$ cat src/rtl/square_frame_accum.sv
// square_frame_accum: accepts sets of four 4-bit squares, cross-checks them,
// sums sq_g over a FRAME_LEN-sample frame with saturation, and hands the
// frame sum downstream over valid/ready. Mismatch diagnostics persist across
// frames and clear only on reset.
module square_frame_accum #(
  parameter int unsigned FRAME_LEN = 4,
  parameter int unsigned SUM_W     = 8,
  parameter int unsigned CNT_W     = 4
) (
  input  logic             clk,
  input  logic             rst,
  input  logic             in_valid,
  output logic             in_ready,
  input  logic [3:0]       sq_g,
  input  logic [3:0]       sq_d,
  input  logic [3:0]       sq_if,
  input  logic [3:0]       sq_c,
  output logic             out_valid,
  input  logic             out_ready,
  output logic [SUM_W-1:0] sum,
  output logic             ovf,
  output logic             mismatch,
  output logic [CNT_W-1:0] mismatch_cnt
);

  localparam int unsigned SCW = (FRAME_LEN > 1) ? $clog2(FRAME_LEN) : 1;
  localparam logic [SCW-1:0] LAST = SCW'(FRAME_LEN - 1);

  typedef enum logic [1:0] {IDLE, ACCUM, DONE} state_t;

  state_t           state_q, state_d;
  logic [SUM_W-1:0] acc_q, acc_d;
  logic             ovf_q, ovf_d;
  logic [SCW-1:0]   scnt_q, scnt_d;
  logic             mism_q, mism_d;
  logic [CNT_W-1:0] mcnt_q, mcnt_d;
  logic             ovalid_q, ovalid_d;

  logic             accept;
  logic             differ;
  logic [SUM_W:0]   acc_sum;

  // Next-state, accumulation, cross-check and handshake decode
  always_comb begin
    state_d  = state_q;
    acc_d    = acc_q;
    ovf_d    = ovf_q;
    scnt_d   = scnt_q;
    mism_d   = mism_q;
    mcnt_d   = mcnt_q;
    ovalid_d = ovalid_q;

    in_ready = (state_q != DONE);
    accept   = in_valid & in_ready;
    acc_sum  = {1'b0, acc_q} + (SUM_W + 1)'(sq_g);
    differ   = (sq_d != sq_g) | (sq_if != sq_g) | (sq_c != sq_g);

    case (state_q)
      IDLE, ACCUM: begin
        if (accept) begin
          // Carry out of the widened add means saturate; ovf stays set for the frame
          if (acc_sum[SUM_W]) begin
            acc_d = '1;
            ovf_d = 1'b1;
          end else begin
            acc_d = acc_sum[SUM_W-1:0];
          end
          if (differ) begin
            mism_d = 1'b1;
            if (mcnt_q != '1) mcnt_d = mcnt_q + 1'b1;
          end
          if (scnt_q == LAST) begin
            state_d  = DONE;
            ovalid_d = 1'b1;
          end else begin
            state_d = ACCUM;
            scnt_d  = scnt_q + 1'b1;
          end
        end
      end
      DONE: begin
        if (out_ready) begin
          state_d  = IDLE;
          acc_d    = '0;
          ovf_d    = 1'b0;
          scnt_d   = '0;
          ovalid_d = 1'b0;
        end
      end
      default: state_d = IDLE;
    endcase
  end

  // State and datapath registers with synchronous reset
  always_ff @(posedge clk) begin
    if (rst) begin
      state_q  <= IDLE;
      acc_q    <= '0;
      ovf_q    <= 1'b0;
      scnt_q   <= '0;
      mism_q   <= 1'b0;
      mcnt_q   <= '0;
      ovalid_q <= 1'b0;
    end else begin
      state_q  <= state_d;
      acc_q    <= acc_d;
      ovf_q    <= ovf_d;
      scnt_q   <= scnt_d;
      mism_q   <= mism_d;
      mcnt_q   <= mcnt_d;
      ovalid_q <= ovalid_d;
    end
  end

  assign sum          = acc_q;
  assign ovf          = ovf_q;
  assign out_valid    = ovalid_q;
  assign mismatch     = mism_q;
  assign mismatch_cnt = mcnt_q;

endmodule

$ cat config.mk
export PLATFORM = sky130hd
export DESIGN_NAME = square_frame_accum
export DESIGN_NICKNAME = d
export VERILOG_FILES = /design/src/rtl/square_frame_accum.sv
export SDC_FILE = /design/constraint.sdc
export NUM_CORES = 1
export LEC_CHECK = 0
export CELL_PAD_IN_SITES_DETAIL_PLACEMENT = 0
export CELL_PAD_IN_SITES_GLOBAL_PLACEMENT = 2
export CORE_MARGIN = 4
export CORE_UTILIZATION = 26
export CTS_CLUSTER_DIAMETER = 60
export DETAILED_ROUTE_END_ITERATION = 8
export GPL_ROUTABILITY_DRIVEN = 0
export PLACE_DENSITY_LB_ADDON = 0.1
export REMOVE_ABC_BUFFERS = 1
export SLEW_MARGIN = 25
export SYNTH_ARGS = -nofsm -noshare
export SYNTH_HDL_FRONTEND = slang
export SYNTH_SLANG_ARGS = --single-unit
$ cat constraint.sdc
create_clock -name clk -period 2.3 [get_ports clk]
set_input_delay 0.345 -clock clk [delete_from_list [all_inputs] [get_ports clk]]
set_output_delay 0.345 -clock clk [all_outputs]
set_load 0.01 [all_outputs]
==> metrics.txt, run 1 <==
run status=finished clean; Final Critical Period=roughly 2.1 ns; routed wire length per instance=13.18 µm; buffer cell driving the clock tree root=clkbuf_8; number of distinct standard cells referenced by the synthesized netlist=40; Min-Delay Startpoint=mismatch$_SDFFE_PP0P_; Clock Skews=0.004821 ns; number of gates resized after cts=0; Clk Latency, worst-skew pair=0.26 ns; share of the clock period used by the worst path=0.9156; total setup violations reported at the end of the flow=0; Final Slew Violations=0; maximum fanout along the worst path=3; first-pass iteration count of the detailed router=4; worst-margin pin slew=0.4337 ns; port bufs=35; Reg2Reg Capture Point=sum[5]$_SDFFE_PP0P_; Die Height=74.47 µm; Gate Count Post-Synth=130; Die X-Extent=roughly 74 µm; number of nets still failing antenna checks after routing=0; overall via count from detail_route=between 1000 and 1500; leakage=0.6656 nW; syn avg cell area=8.835 µm²; largest net degree at the start of global routing=14; net total in the final layout=202; Final Worst Setup Slack=0.1942 ns; end of the worst hold path=mismatch$_SDFFE_PP0P_; unrepaired setup endpoints after global routing=false; number of global-route vias before repair=1047; nature of the critical path endpoint=flop; global-route wire length before repair=4823 µm; async set-or-reset flop fraction in the synthesized netlist=0; post-synth top area cell=dfxtp_1; power per standard cell area=486.8 nW/µm²; kind of start point of the critical path=primary input; placeable core region=4144 µm²; path category of the worst min-delay check=reg2reg; number of antenna violations at the first check in global routing=0; clock sink total=19; Num CTS Buffers=3; hpwl dp=around 2300 µm; final hold violation count=0; IR Drop Worst-Case VDD=about 290 µV; Synth Warn #=0; switching fraction of total power=0.2782; clk buf depth=2; TritonCTS clock tree=done; number of design rule violations left after detail routing=0; Max Cap Viol=0; Global Route Usage Sum=0.1106; H-Tree Depth=1; largest cells by area after synthesis=dfxtp_1 33%, a21oi_1 7.4%, ha_1 6.5%, a22oi_1 3.3%, xor2_1 3.1%; count of pins on the block boundary=36; number of enable-type register cells in the synthesized netlist=0; total detailed-routing wirelength=2952 µm; Netlist Area Pre-Place=1149 µm²; Initial Util=0.2772; register bit total from synthesis=19; max-slew headroom at the worst pin=0.7099; overall die area=5545 µm²; number of rows in the core area=23; Register-to-Register Path Depth=6; launching element of the worst setup path=sq_g[1]; reg2reg setup slack=0.47 ns; Syn-to-layout area delta=45.42%; highest clock rate=474.9 MHz; power dissipated by switching net loads=0.2262 mW; clock input transition at the sequential cells of the worst setup and hold paths=roughly 0.08 ns; number of antenna repair diodes=0; post-synthesis sequential area ratio=0.3312; Clk pwr share=0.296; fraction of power consumed by combinational cells=0.256; share of post-route cells with drive strength above 1=0.1207; Post-synth top flop=dfxtp_1; CTS hold repair buffers=0; data arrival time of the critical path=2.30 ns; source of the worst register-to-register timing path=sum[0]$_SDFFE_PP0P_; number of stages on the worst hold path=2; share of power burned in registers=0.448; final total negative setup slack=0 ns; Worst Path Class, Setup=in2reg; routed via count divided by cell count=5.000; area share of the largest cell type after synthesis=0.3312; internal cell power=0.5868 mW; count of routing violations after the opening detailed-route iteration=26; Worst EP required=about 2.5 ns; post-CTS setup repair buffer count=0; total grt overflow=0; worst setup slack before clock tree synthesis=-0.1029 ns
==> cells in the final DEF (no fill, tap or decap), types with 5 or more instances in the layout <==
master           instances
a22oi_1                  5
ha_1                     6
a21oi_1                 17
dfxtp_1                 19
nor2_1                   9
nand2_1                  8
clkdlybuf4s50_1         35
nor2b_1                  5
buf_4                   11
==> kinds of logic (layout without fill, tap and decap cells) <==
kind of cell,Yosys count,count (layout),synth area share
adder cells (fa/ha/maj),7,7,0.08279
AO/OA/AOI/OAI,40,40,0.2440
flip-flops,19,19,0.3312
XOR/XNOR,5,5,0.03812
AND/OR/NAND/NOR,47,47,0.2277
multiplexers,5,5,0.05338
buffers and inverters,7,51,0.02287
==> power groups by stage <==
stage	combinational, mW	clock, mW	sequential [mW]
3_5_place_dp	0.210	0	0.372
5_1_grt	0.233	0.262	0.367
2_1_floorplan	0.0950	0	0.375
3_3_place_gp	0.209	0	0.372
4_1_cts	0.211	0.258	0.364
6_report	0.208	0.241	0.364
==> per-stage QoR <==
stage | util | hold WS [ns] | instances | power [mW] | cell area [µm²]
after floorplan | - | 0.4141 | 124 | 0.4703 | 1126
after global placement | 0.3913 | 0.4561 | 220 | 0.5803 | 1622
after detailed placement | 0.3913 | 0.4577 | 220 | 0.5813 | 1622
after CTS | 0.4031 | 0.4805 | 224 | 0.8333 | 1670
after global routing | 0.4031 | 0.5184 | 224 | 0.8622 | 1670
final | 0.4031 | 0.4728 | 224 | 0.8130 | 1670
==> how the worst max path moves through the flow <==
| stage | to | slack (ns) | depth (start not counted) |
|---|---|---|---|
| floorplan | scnt_q[1]$_SDFFE_PP0P_ | 0.44 | 4 |
| detailed placement | mismatch_cnt[0]$_SDFFE_PP0P_ | -0.10 | 6 |
| global placement | mismatch_cnt[0]$_SDFFE_PP0P_ | -0.08 | 6 |
| global route | sum[2]$_SDFFE_PP0P_ | 0.08 | 7 |
| finish | sum[5]$_SDFFE_PP0P_ | 0.19 | 8 |
| CTS | mismatch_cnt[0]$_SDFFE_PP0P_ | 0.18 | 6 |
==> Yosys cell counts (4+ instances only) <==
cell type and instances:
a21oi_1 17, clkbuf_1 6, nand2b_1 4, nor2b_1 5, nand3_1 4, nand2_1 8
dfxtp_1 19, a22oi_1 5, xor2_1 4, and3_1 4, nor2_1 9, ha_1 6
==> critical path, cell delays in order <==
cell and delay, ns:
clkdlybuf4s50_1 0.44, buf_4 0.16, ha_1 0.28, a21o_1 0.17, a211o_1 0.31, o211ai_1 0.10
mux2_1 0.34, a31oi_1 0.15
==> routing by layer <==
layer | global-route usage | share of wire | vias up
met5 | 0 | 0 | -
met4 | 0.02964 | 0.0085 | 0
met3 | 0.02703 | 0.062 | 4
met2 | 0.1776 | 0.45 | 35
met1 | 0.1483 | 0.48 | 504
li1 | - | - | 577
==> flip-flops by register name, summed over array words and instances (netlist names) <==
name and count:
scnt_q 2, mismatch_cnt 4, out_valid 1, mismatch 1
sum 8, ovf 1, state_q 2
==> layout make-up <==
class	instances	area [µm²]
fill	437	2474
multi-input combinational	104	742.0
timing repair buffer	46	432.9
sequential	19	380.4
tap	50	62.56
clock buffer	3	41.29
clock inverter	1	7.507
inverter	1	3.754
No activity file was read; power rests on OpenSTA's default activity.
==> run 2: changes to the inputs <==
--- a/config.mk
+++ b/config.mk
@@ -9,7 +9,7 @@
 export CELL_PAD_IN_SITES_GLOBAL_PLACEMENT = 2
 export CORE_MARGIN = 4
 export CORE_UTILIZATION = 26
-export CTS_CLUSTER_DIAMETER = 60
+export CTS_CLUSTER_DIAMETER = 120
 export DETAILED_ROUTE_END_ITERATION = 8
 export GPL_ROUTABILITY_DRIVEN = 0
 export PLACE_DENSITY_LB_ADDON = 0.1
==> results of run 2 <==
No change in the layout: final DEF, timing and power equal those of run 1.
==> run 3: changes to the inputs <==
--- a/config.mk
+++ b/config.mk
@@ -13,7 +13,6 @@
 export DETAILED_ROUTE_END_ITERATION = 8
 export GPL_ROUTABILITY_DRIVEN = 0
 export PLACE_DENSITY_LB_ADDON = 0.1
-export REMOVE_ABC_BUFFERS = 1
 export SLEW_MARGIN = 25
 export SYNTH_ARGS = -nofsm -noshare
 export SYNTH_HDL_FRONTEND = slang
==> metrics.txt, run 3 (same netlist as run 1, synthesis figures left out) <==
unrepaired setup endpoints after global routing=false (unchanged); Worst EP required=2.44 ns (was 2.49 ns); leakage=0.6596 nW (was 0.6656 nW); total detailed-routing wirelength=2971 µm (was 2952 µm); clock sink total=19 (unchanged); number of global-route vias before repair=1043 (was 1047); cell area after layout=1663 µm² (was 1670 µm²); count of routing violations after the opening detailed-route iteration=29 (was 26); overall die area=5545 µm² (unchanged); Setup crit end=mismatch_cnt[3]$_SDFFE_PP0P_ (was sum[5]$_SDFFE_PP0P_); buffer cell driving the clock tree root=clkbuf_8 (unchanged); kind of start point of the critical path=primary input (unchanged); max FFs per register=8 (unchanged); number of rows in the core area=23 (unchanged); data arrival time of the critical path=2.29 ns (was 2.30 ns); number of antenna violations at the first check in global routing=0 (unchanged); source of the worst register-to-register timing path=sum[0]$_SDFFE_PP0P_ (unchanged); Global Route Usage Sum=0.1122 (was 0.1106); maximum fanout along the worst path=4 (was 3); internal cell power=0.5845 mW (was 0.5868 mW); CTS hold repair buffers=0 (unchanged); Clock Skews=0.007369 ns (was 0.004821 ns); nature of the critical path endpoint=flop (unchanged); power dissipated by switching net loads=0.2239 mW (was 0.2262 mW); Die X-Extent=74.47 µm (unchanged); global-route wire length before repair=4871 µm (was 4823 µm); leading cell types in the layout, fill and taps excluded=35 x clkdlybuf4s50_1, 19 x dfxtp_1, 17 x a21oi_1, 10 x buf_4, 9 x nor2_1 (was 35 x clkdlybuf4s50_1, 19 x dfxtp_1, 17 x a21oi_1, 11 x buf_4, 9 x nor2_1); highest clock rate=465.5 MHz (was 474.9 MHz); hpwl dp=2343 µm (was 2281 µm); share of post-route cells with drive strength above 1=0.1156 (was 0.1207); Post-Layout Cell Count=223 (was 224); number of design rule violations left after detail routing=0 (unchanged); routed wire length per instance=13.32 µm (was 13.18 µm); run status=finished clean (unchanged); total setup violations reported at the end of the flow=0 (unchanged); filler cell count=444 (was 437); number of nets in the synthesized netlist=157; first-pass iteration count of the detailed router=4 (unchanged); Num CTS Buffers=3 (unchanged); Worst Path Class, Setup=in2reg (unchanged); Register-to-Register Path Depth=8 (was 6); port bufs=35 (unchanged); number of antenna repair diodes=0 (unchanged); total grt overflow=0 (unchanged); max-slew headroom at the worst pin=0.7167 (was 0.7099); Area after DPL=1614 µm² (was 1622 µm²); Reg2Reg Capture Point=sum[6]$_SDFFE_PP0P_ (was sum[5]$_SDFFE_PP0P_); Final Slew Violations=0 (unchanged); worst-margin pin slew=0.4250 ns (was 0.4337 ns); Syn-to-layout area delta=44.77% (was 45.42%); most common library cell in the layout ignoring fill and taps=clkdlybuf4s50_1 (unchanged); Max Cap Viol=0 (unchanged); clk buf depth=2 (unchanged); post-layout util=0.4013 (was 0.4031); number of nets still failing antenna checks after routing=0 (unchanged); H-Tree Depth=1 (unchanged); switching fraction of total power=0.2770 (was 0.2782); clock input transition at the sequential cells of the worst setup and hold paths=0.07 ns (was 0.08 ns); placeable core region=4144 µm² (unchanged); Final Critical Period=2.148 ns (was 2.106 ns); largest net degree at the start of global routing=18 (was 14); TritonCTS clock tree=done (unchanged); placed instance count=219 (was 220); final total negative setup slack=0 ns (unchanged); reg2reg setup slack=0.46 ns (was 0.47 ns); path category of the worst min-delay check=reg2reg (unchanged); fraction of power consumed by combinational cells=0.255 (was 0.256); Clk pwr share=0.294 (was 0.296); Clk Latency, worst-skew pair=0.26 ns (about the same); Initial Util=0.2772 (unchanged); power per standard cell area=486.1 nW/µm² (was 486.8 nW/µm²); number of gates resized after cts=0 (unchanged); net total in the final layout=201 (was 202); count of pins on the block boundary=36 (unchanged); launching element of the worst setup path=sq_g[0] (was sq_g[1]); Die Height=74.47 µm (unchanged); post-CTS setup repair buffer count=0 (unchanged); share of power burned in registers=0.451 (was 0.448); routed via count divided by cell count=4.906 (was 5.000); power after layout=0.8084 mW (was 0.8130 mW); overall via count from detail_route=1094 (was 1120); share of the clock period used by the worst path=0.9341 (was 0.9156); final hold violation count=0 (unchanged); IR Drop Worst-Case VDD=370.1 µV (was 285.1 µV)
==> run 3: metal layers <==
layer | routed length [µm] | GRT usage
met1 | 1466 | 0.1643
met2 | 1256 | 0.1561
met3 | 212 | 0.03649
met4 | 35 | 0.03162
met5 | 0 | 0
==> run 3: how the worst min path moves through the flow <==
stage | to | slack, ns | startpoint | cells after the start
final | mismatch$_SDFFE_PP0P_ | 0.47 | mismatch$_SDFFE_PP0P_ | 2
after global routing | scnt_q[1]$_SDFFE_PP0P_ | 0.50 | scnt_q[1]$_SDFFE_PP0P_ | 2
after CTS | mismatch$_SDFFE_PP0P_ | 0.48 | mismatch$_SDFFE_PP0P_ | 2
after detailed placement | mismatch$_SDFFE_PP0P_ | 0.46 | mismatch$_SDFFE_PP0P_ | 2
after global placement | scnt_q[1]$_SDFFE_PP0P_ | 0.46 | scnt_q[1]$_SDFFE_PP0P_ | 2
after floorplan | sum[7]$_SDFFE_PP0P_ | 0.44 | out_ready | 1
==> run 3: cell type report <==
| type | instances | area, µm² | area share |
|---|---|---|---|
| tap | 50 | 62.56 | 0.03762 |
| multi-input combinational | 104 | 742.0 | 0.4462 |
| inverter | 1 | 3.754 | 0.002257 |
| clock inverter | 1 | 7.507 | 0.004515 |
| timing repair buffer | 45 | 425.4 | 0.2558 |
| sequential | 19 | 380.4 | 0.2287 |
| clock buffer | 3 | 41.29 | 0.02483 |
==> run 3: power by group through the flow <==
stage	clock [mW]	combinational (mW)	sequential (mW)
6_report	0.238	0.206	0.364
5_1_grt	0.269	0.227	0.368
4_1_cts	0.252	0.208	0.364
3_5_place_dp	0	0.207	0.372
3_3_place_gp	0	0.206	0.372
2_1_floorplan	0	0.102	0.374
==> run 3: through the flow <==
stage | hold slack [ns] | setup WS [ns]
2_1_floorplan | 0.4436 | 0.4746
3_3_place_gp | 0.4629 | -0.1177
3_5_place_dp | 0.4624 | -0.1313
4_1_cts | 0.4809 | 0.1424
5_1_grt | 0.5024 | 0.008125
6_report | 0.4743 | 0.1516
==> run 3: worst max-delay path, stage by stage <==
cell and delay [ns]:
clkdlybuf4s50_1 0.49, or3_4 0.43, a2111oi_4 0.36, o211ai_2 0.17
and3_1 0.21, mux2_4 0.29
